--- config.mk ---
export PLATFORM = sky130hd
export DESIGN_NAME = mdu_alu_sequencer
export DESIGN_NICKNAME = d
export VERILOG_FILES = /design/src/rtl/mdu_pkg.sv /design/src/rtl/mdu_step.sv /design/src/rtl/mdu_alu_sequencer.sv
export SDC_FILE = /design/constraint.sdc
export NUM_CORES = 1
export LEC_CHECK = 0
export BUFFER_PORTS_ARGS = -buffer_cell sky130_fd_sc_hd__buf_2
export CORE_ASPECT_RATIO = 0.7
export CORE_MARGIN = 8
export CORE_UTILIZATION = 35
export CTS_BUF_LIST = sky130_fd_sc_hd__clkbuf_4 sky130_fd_sc_hd__clkbuf_8
export DETAILED_ROUTE_END_ITERATION = 6
export GPL_TIMING_DRIVEN = 0
export HOLD_SLACK_MARGIN = 0.02
export PLACE_DENSITY = 0.68
export SYNTH_ARGS = -nofsm -noshare
export SYNTH_HDL_FRONTEND = slang
export SYNTH_SLANG_ARGS = --single-unit
export TNS_END_PERCENT = 30
--- constraint.sdc ---
create_clock -name clk -period 4 [get_ports clk]
set_input_delay 1.2 -clock clk [delete_from_list [all_inputs] [get_ports clk]]
set_output_delay 1.2 -clock clk [all_outputs]
set_load 0.05 [all_outputs]
--- src/rtl/mdu_pkg.sv ---
// Shared definitions for the multiply/divide sequencer: ALU op encodings and FSM states.
package mdu_pkg;

  localparam logic [2:0] ALU_AND = 3'b000;
  localparam logic [2:0] ALU_OR  = 3'b001;
  localparam logic [2:0] ALU_ADD = 3'b010;
  localparam logic [2:0] ALU_SUB = 3'b110;
  localparam logic [2:0] ALU_SLT = 3'b111;

  typedef enum logic [1:0] {
    IDLE = 2'd0,
    RUN  = 2'd1,
    DONE = 2'd2
  } state_t;

endpackage

--- src/rtl/mdu_step.sv ---
// One iteration of shift-add multiply or restoring divide, computed around the shared ALU.
module mdu_step
  import mdu_pkg::*;
#(
  parameter int WIDTH = 32
) (
  input  logic [WIDTH-1:0] p_hi,
  input  logic [WIDTH-1:0] p_lo,
  input  logic [WIDTH-1:0] d,
  input  logic             is_div,
  input  logic [WIDTH-1:0] alu_result,
  input  logic             alu_cout,
  output logic [WIDTH-1:0] alu_a,
  output logic [WIDTH-1:0] alu_b,
  output logic [2:0]       alu_op,
  output logic [WIDTH-1:0] next_hi,
  output logic [WIDTH-1:0] next_lo
);

  logic [WIDTH-1:0] r_shift;

  always_comb begin
    r_shift = {p_hi[WIDTH-2:0], p_lo[WIDTH-1]};
    alu_b   = d;
    if (is_div) begin
      alu_op = ALU_SUB;
      alu_a  = r_shift;
      // The bit shifted out of p_hi is the 33rd bit of the partial remainder;
      // when set the remainder certainly exceeds the divisor.
      if (p_hi[WIDTH-1] | alu_cout) begin
        next_hi = alu_result;
        next_lo = {p_lo[WIDTH-2:0], 1'b1};
      end else begin
        next_hi = r_shift;
        next_lo = {p_lo[WIDTH-2:0], 1'b0};
      end
    end else begin
      alu_op = ALU_ADD;
      alu_a  = p_hi;
      if (p_lo[0]) begin
        {next_hi, next_lo} = {alu_cout, alu_result, p_lo[WIDTH-1:1]};
      end else begin
        {next_hi, next_lo} = {1'b0, p_hi, p_lo[WIDTH-1:1]};
      end
    end
  end

endmodule

--- src/rtl/mdu_alu_sequencer.sv ---
// MULTU/DIVU sequencer that borrows the shared ALU for WIDTH iterations and leaves results in HI/LO.
//   state | meaning
//   IDLE  | waiting for start, ALU released, results held
//   RUN   | one ALU iteration per clock, busy stalls the datapath
//   DONE  | one-cycle done pulse, results published
module mdu_alu_sequencer
  import mdu_pkg::*;
#(
  parameter int WIDTH = 32
) (
  input  logic             clk,
  input  logic             reset,
  input  logic             start,
  input  logic             is_div,
  input  logic [WIDTH-1:0] opa,
  input  logic [WIDTH-1:0] opb,
  output logic [WIDTH-1:0] alu_a,
  output logic [WIDTH-1:0] alu_b,
  output logic [2:0]       alu_op,
  input  logic [WIDTH-1:0] alu_result,
  input  logic             alu_cout,
  output logic             busy,
  output logic             done,
  output logic             div_by_zero,
  output logic [WIDTH-1:0] hi,
  output logic [WIDTH-1:0] lo
);

  localparam int CW = $clog2(WIDTH);
  localparam logic [CW-1:0] LAST = CW'(WIDTH - 1);

  state_t           state;
  logic [WIDTH-1:0] p_hi;
  logic [WIDTH-1:0] p_lo;
  logic [WIDTH-1:0] d;
  logic [CW-1:0]    count;
  logic             is_div_q;

  logic [WIDTH-1:0] step_a;
  logic [WIDTH-1:0] step_b;
  logic [2:0]       step_op;
  logic [WIDTH-1:0] step_hi;
  logic [WIDTH-1:0] step_lo;

  mdu_step #(.WIDTH(WIDTH)) u_step (
    .p_hi       (p_hi),
    .p_lo       (p_lo),
    .d          (d),
    .is_div     (is_div_q),
    .alu_result (alu_result),
    .alu_cout   (alu_cout),
    .alu_a      (step_a),
    .alu_b      (step_b),
    .alu_op     (step_op),
    .next_hi    (step_hi),
    .next_lo    (step_lo)
  );

  // ALU inputs are released to the datapath whenever the sequencer is not running.
  assign alu_a  = busy ? step_a  : '0;
  assign alu_b  = busy ? step_b  : '0;
  assign alu_op = busy ? step_op : ALU_AND;

  always_ff @(posedge clk) begin
    if (reset) begin
      state       <= IDLE;
      p_hi        <= '0;
      p_lo        <= '0;
      d           <= '0;
      count       <= '0;
      is_div_q    <= 1'b0;
      busy        <= 1'b0;
      done        <= 1'b0;
      div_by_zero <= 1'b0;
      hi          <= '0;
      lo          <= '0;
    end else begin
      done <= 1'b0;
      case (state)
        IDLE: begin
          if (start) begin
            state       <= RUN;
            busy        <= 1'b1;
            is_div_q    <= is_div;
            p_hi        <= '0;
            p_lo        <= is_div ? opa : opb;
            d           <= is_div ? opb : opa;
            count       <= '0;
            div_by_zero <= 1'b0;
          end
        end
        RUN: begin
          p_hi  <= step_hi;
          p_lo  <= step_lo;
          count <= count + 1'b1;
          if (count == LAST) begin
            state       <= DONE;
            busy        <= 1'b0;
            done        <= 1'b1;
            hi          <= step_hi;
            lo          <= step_lo;
            div_by_zero <= is_div_q && (d == '0);
          end
        end
        DONE: state <= IDLE;
        default: state <= IDLE;
      endcase
    end
  end

endmodule

==> impl_metrics.env <==
export IMPL_status="complete, no violations"
export IMPL_yosys_area_share_adder_pct=0.287
export IMPL_grt_max_degree=20
export IMPL_cts_max_path_buffers=2
export IMPL_cts_tree="done"
export IMPL_synth_warnings=0
export IMPL_synthMuxAreaShare_pct=14.8
export IMPL_tightest_slew_ps=734
export IMPL_cp_top_family="buffers and inverters"
export IMPL_arrival_ps=2290
export IMPL_min_to="hi[3]$_SDFFE_PP0P_"
export IMPL_holdPathStages=2
export IMPL_via_per_inst=5.44
export IMPL_final_cell_mix="buf_2 (286), dfxtp_1 (171), nand2_1 (135)"
export IMPL_reg2regPathDepth=8
export IMPL_skew_ps=21.8
export IMPL_rows=48
export IMPL_die_h_um=148
export IMPL_hold_buffers=0
export IMPL_path_clk_slew_ps=110
export IMPL_multi_input_area_sq_mm=0.00481
export IMPL_synth_nets=1144
export IMPL_numPortBuffers=231
export IMPL_cts_max_level=4
export IMPL_post_cts_buffers=0
export IMPL_vdd_drop_max_mv=0.233
export IMPL_grt_pass1_wl_mm=50.2
export IMPL_max_stage_delay_ps=480
export IMPL_mostFrequentLayoutCell="buf_2"
export IMPL_ys_seq_area_share_pct=39.3
export IMPL_dp_cells=1597
export IMPL_period_needed_ps=3490
export IMPL_syn_area_sq_mm=0.00871
export IMPL_synth_cell_types=42
export IMPL_antenna_found_initial=7
export IMPL_power_mw=3.85
export IMPL_startpoint="busy$_SDFFE_PP0P_"
export IMPL_max_slew_margin_pct=51.1
export IMPL_synth_simple_area_share_pct=19.6
export IMPL_stdcell_area_sq_mm=0.0107
export IMPL_hold_class="reg2reg"
export IMPL_route_final_wire_length_mm=33.4
export IMPL_synthCells=1041
export IMPL_ios=235
export IMPL_hold_viol_final=0
export IMPL_overflow=0
export IMPL_cts_root_buf="clkbuf_8"
export IMPL_crit_slowest_cell="dfxtp_1"
export IMPL_fin_cells=1634
export IMPL_wl_per_cell_um=20.5
export IMPL_worstHoldStart="hi[3]$_SDFFE_PP0P_"
export IMPL_grt_pass1_vias=8364
export IMPL_gp_congestion=0.940
export IMPL_drive_above_1_share_pct=27.5
export IMPL_cp_num_buf_inv=3
export IMPL_dr_pass1_iters=6
export IMPL_endpoint_kind="output pin"
export IMPL_slew_violations=0
export IMPL_start_util_pct=35.5
export IMPL_coreArea_sq_mm=0.0246
export IMPL_synth_compound_area_share_pct=20.5
export IMPL_pre_cts_ws_ps=1020
export IMPL_grtUsageTotal_pct=21.1
export IMPL_crit_fanout=10
export IMPL_p_leak_nw=4.54
export IMPL_final_setup_viol_count=0
export IMPL_vias=8896
export IMPL_nets=1394
export IMPL_die_x_um=205
export IMPL_ys_seq_elements=171
export IMPL_cap_violations=0
export IMPL_wl_met1_mm=15.0
export IMPL_fillers=2514
export IMPL_clkLatencyLatePin_ps=480
export IMPL_cts_sinks=171
export IMPL_path_class="reg2out"
export IMPL_period_share_pct=87.2
export IMPL_synth_top_family_by_area="compound AO/OA/AOI/OAI gates"
export IMPL_wl_met2_mm=14.6
export IMPL_cts_inserted_buffers=17
export IMPL_syn_area_per_cell_sq_um=8.37
export IMPL_worstReg2RegEnd="hi[21]$_SDFFE_PP0P_"
export IMPL_dpl_hpwl_mm=26.3
export IMPL_cpMostUsedCell="clkbuf_1"
export IMPL_drtIter0Drc=911
export IMPL_drt_antenna_violating_nets=0
export IMPL_seq_area_sq_mm=0.00342
export IMPL_area_growth_pct=22.7
export IMPL_die_area_sq_mm=0.0303
export IMPL_finalSetupTns_ps=0
export IMPL_drc=0
export IMPL_clock_fmax_mhz=287
export IMPL_route_met3_wl_mm=3.02
export IMPL_cp_start_kind="flip-flop"
export IMPL_placed_cell_area_sq_mm=0.0103
export IMPL_top_layer="met5"
export IMPL_r2r_slack_ps=1740
export IMPL_synth_xor_xnor_area_share_pct=0
export IMPL_reg2reg_from="count[0]$_SDFFE_PP0P_"
export IMPL_rsz0062_at_grt="false"
export IMPL_final_setup_worst_slack_ps=514
export IMPL_path_cells="clkbuf_1, clkbuf_1, and2_1, buf_2"
export IMPL_post_cts_resized=0
export IMPL_cp_data_required_time_ps=2800
export IMPL_powerDensity_mw_per_mm2=361
## worst min-delay path, stage by stage, from the launching register on
cell and delay (ps):
dfxtp_1 320, nand2_1 50, o22ai_1 60
## sequential cells by signal, indices dropped and copies added (netlist names)
register,count
d,32
hi,32
lo,32
p_hi,32
p_lo,32
count,5
state,2
busy,1
div_by_zero,1
done,1
is_div_q,1
## worst max-delay path by stage
| stage | slack [ps] | end | cells past startpoint |
|---|---|---|---|
| floorplan | 910 | alu_a[15] | 3 |
| global placement | 1110 | alu_b[19] | 4 |
| detailed placement | 1020 | alu_b[20] | 4 |
| CTS | 480 | alu_b[20] | 4 |
| global route | 390 | alu_a[15] | 4 |
| finish | 510 | alu_b[20] | 4 |
## through the flow
step | hold WS (ps) | utilization, %
global placement | 445 | 41.8
detailed placement | 459 | 41.8
floorplan | 429 | -
global route | 494 | 43.5
finish | 476 | 43.5
CTS | 476 | 43.5
## synth_stat cells, drive strengths merged
library cell	number	share of area, %
a211oi	95	8.2
a21o	1	0.086
a21oi	42	2.4
a221oi	1	0.10
a2bb2oi	1	0.10
a31o	30	3.0
a31oi	2	0.14
a32o	1	0.11
and2	34	2.4
and3	2	0.14
buf	63	3.7
clkbuf	36	1.6
clkinv	1	0.043
conb	1	0.043
dfxtp	171	39
ha	2	0.29
inv	3	0.13
mux2	1	0.13
mux2i	128	15
nand2	135	5.8
nand2b	1	0.072
nand3	5	0.29
nand3b	1	0.086
nand4	1	0.072
nor2	110	4.8
nor2b	64	4.6
nor3	1	0.11
nor3b	2	0.23
nor4	8	0.65
o211ai	1	0.086
o21ai	33	1.9
o22ai	60	4.3
o31ai	1	0.086
or2	1	0.072
or3b	2	0.20
## area by class of cell
type | instances | area share, %
clock buffer | 17 | 2.19
inverter | 4 | 0.140
tap | 325 | 3.80
sequential | 171 | 32.0
antenna | 5 | 0.117
timing repair buffer | 231 | 10.8
clock inverter | 15 | 1.59
buffer | 99 | 4.27
multi-input combinational | 767 | 45.0
## per-layer routing
layer,track usage [%],up-vias
met1,29.6,4278
met5,0,-
li1,-,4203
met4,5.78,4
met2,31.1,365
met3,5.90,46
## report_power, final
group / leakage [nW] / switching, mW / internal [mW]
registers: 1.39 / 0.0700 / 1.77
clock network: 0.204 / 0.783 / 0.475
logic: 2.94 / 0.480 / 0.273
total: 4.54 / 1.33 / 2.52
## cell families after synthesis
kind of cell	Yosys count
AND/OR/NAND/NOR	367
other	1
adder cells (fa/ha/maj)	2
buffers and inverters	103
flip-flops	171
multiplexers	129
AO/OA/AOI/OAI	268
No activity file was read; power rests on OpenSTA's default activity.
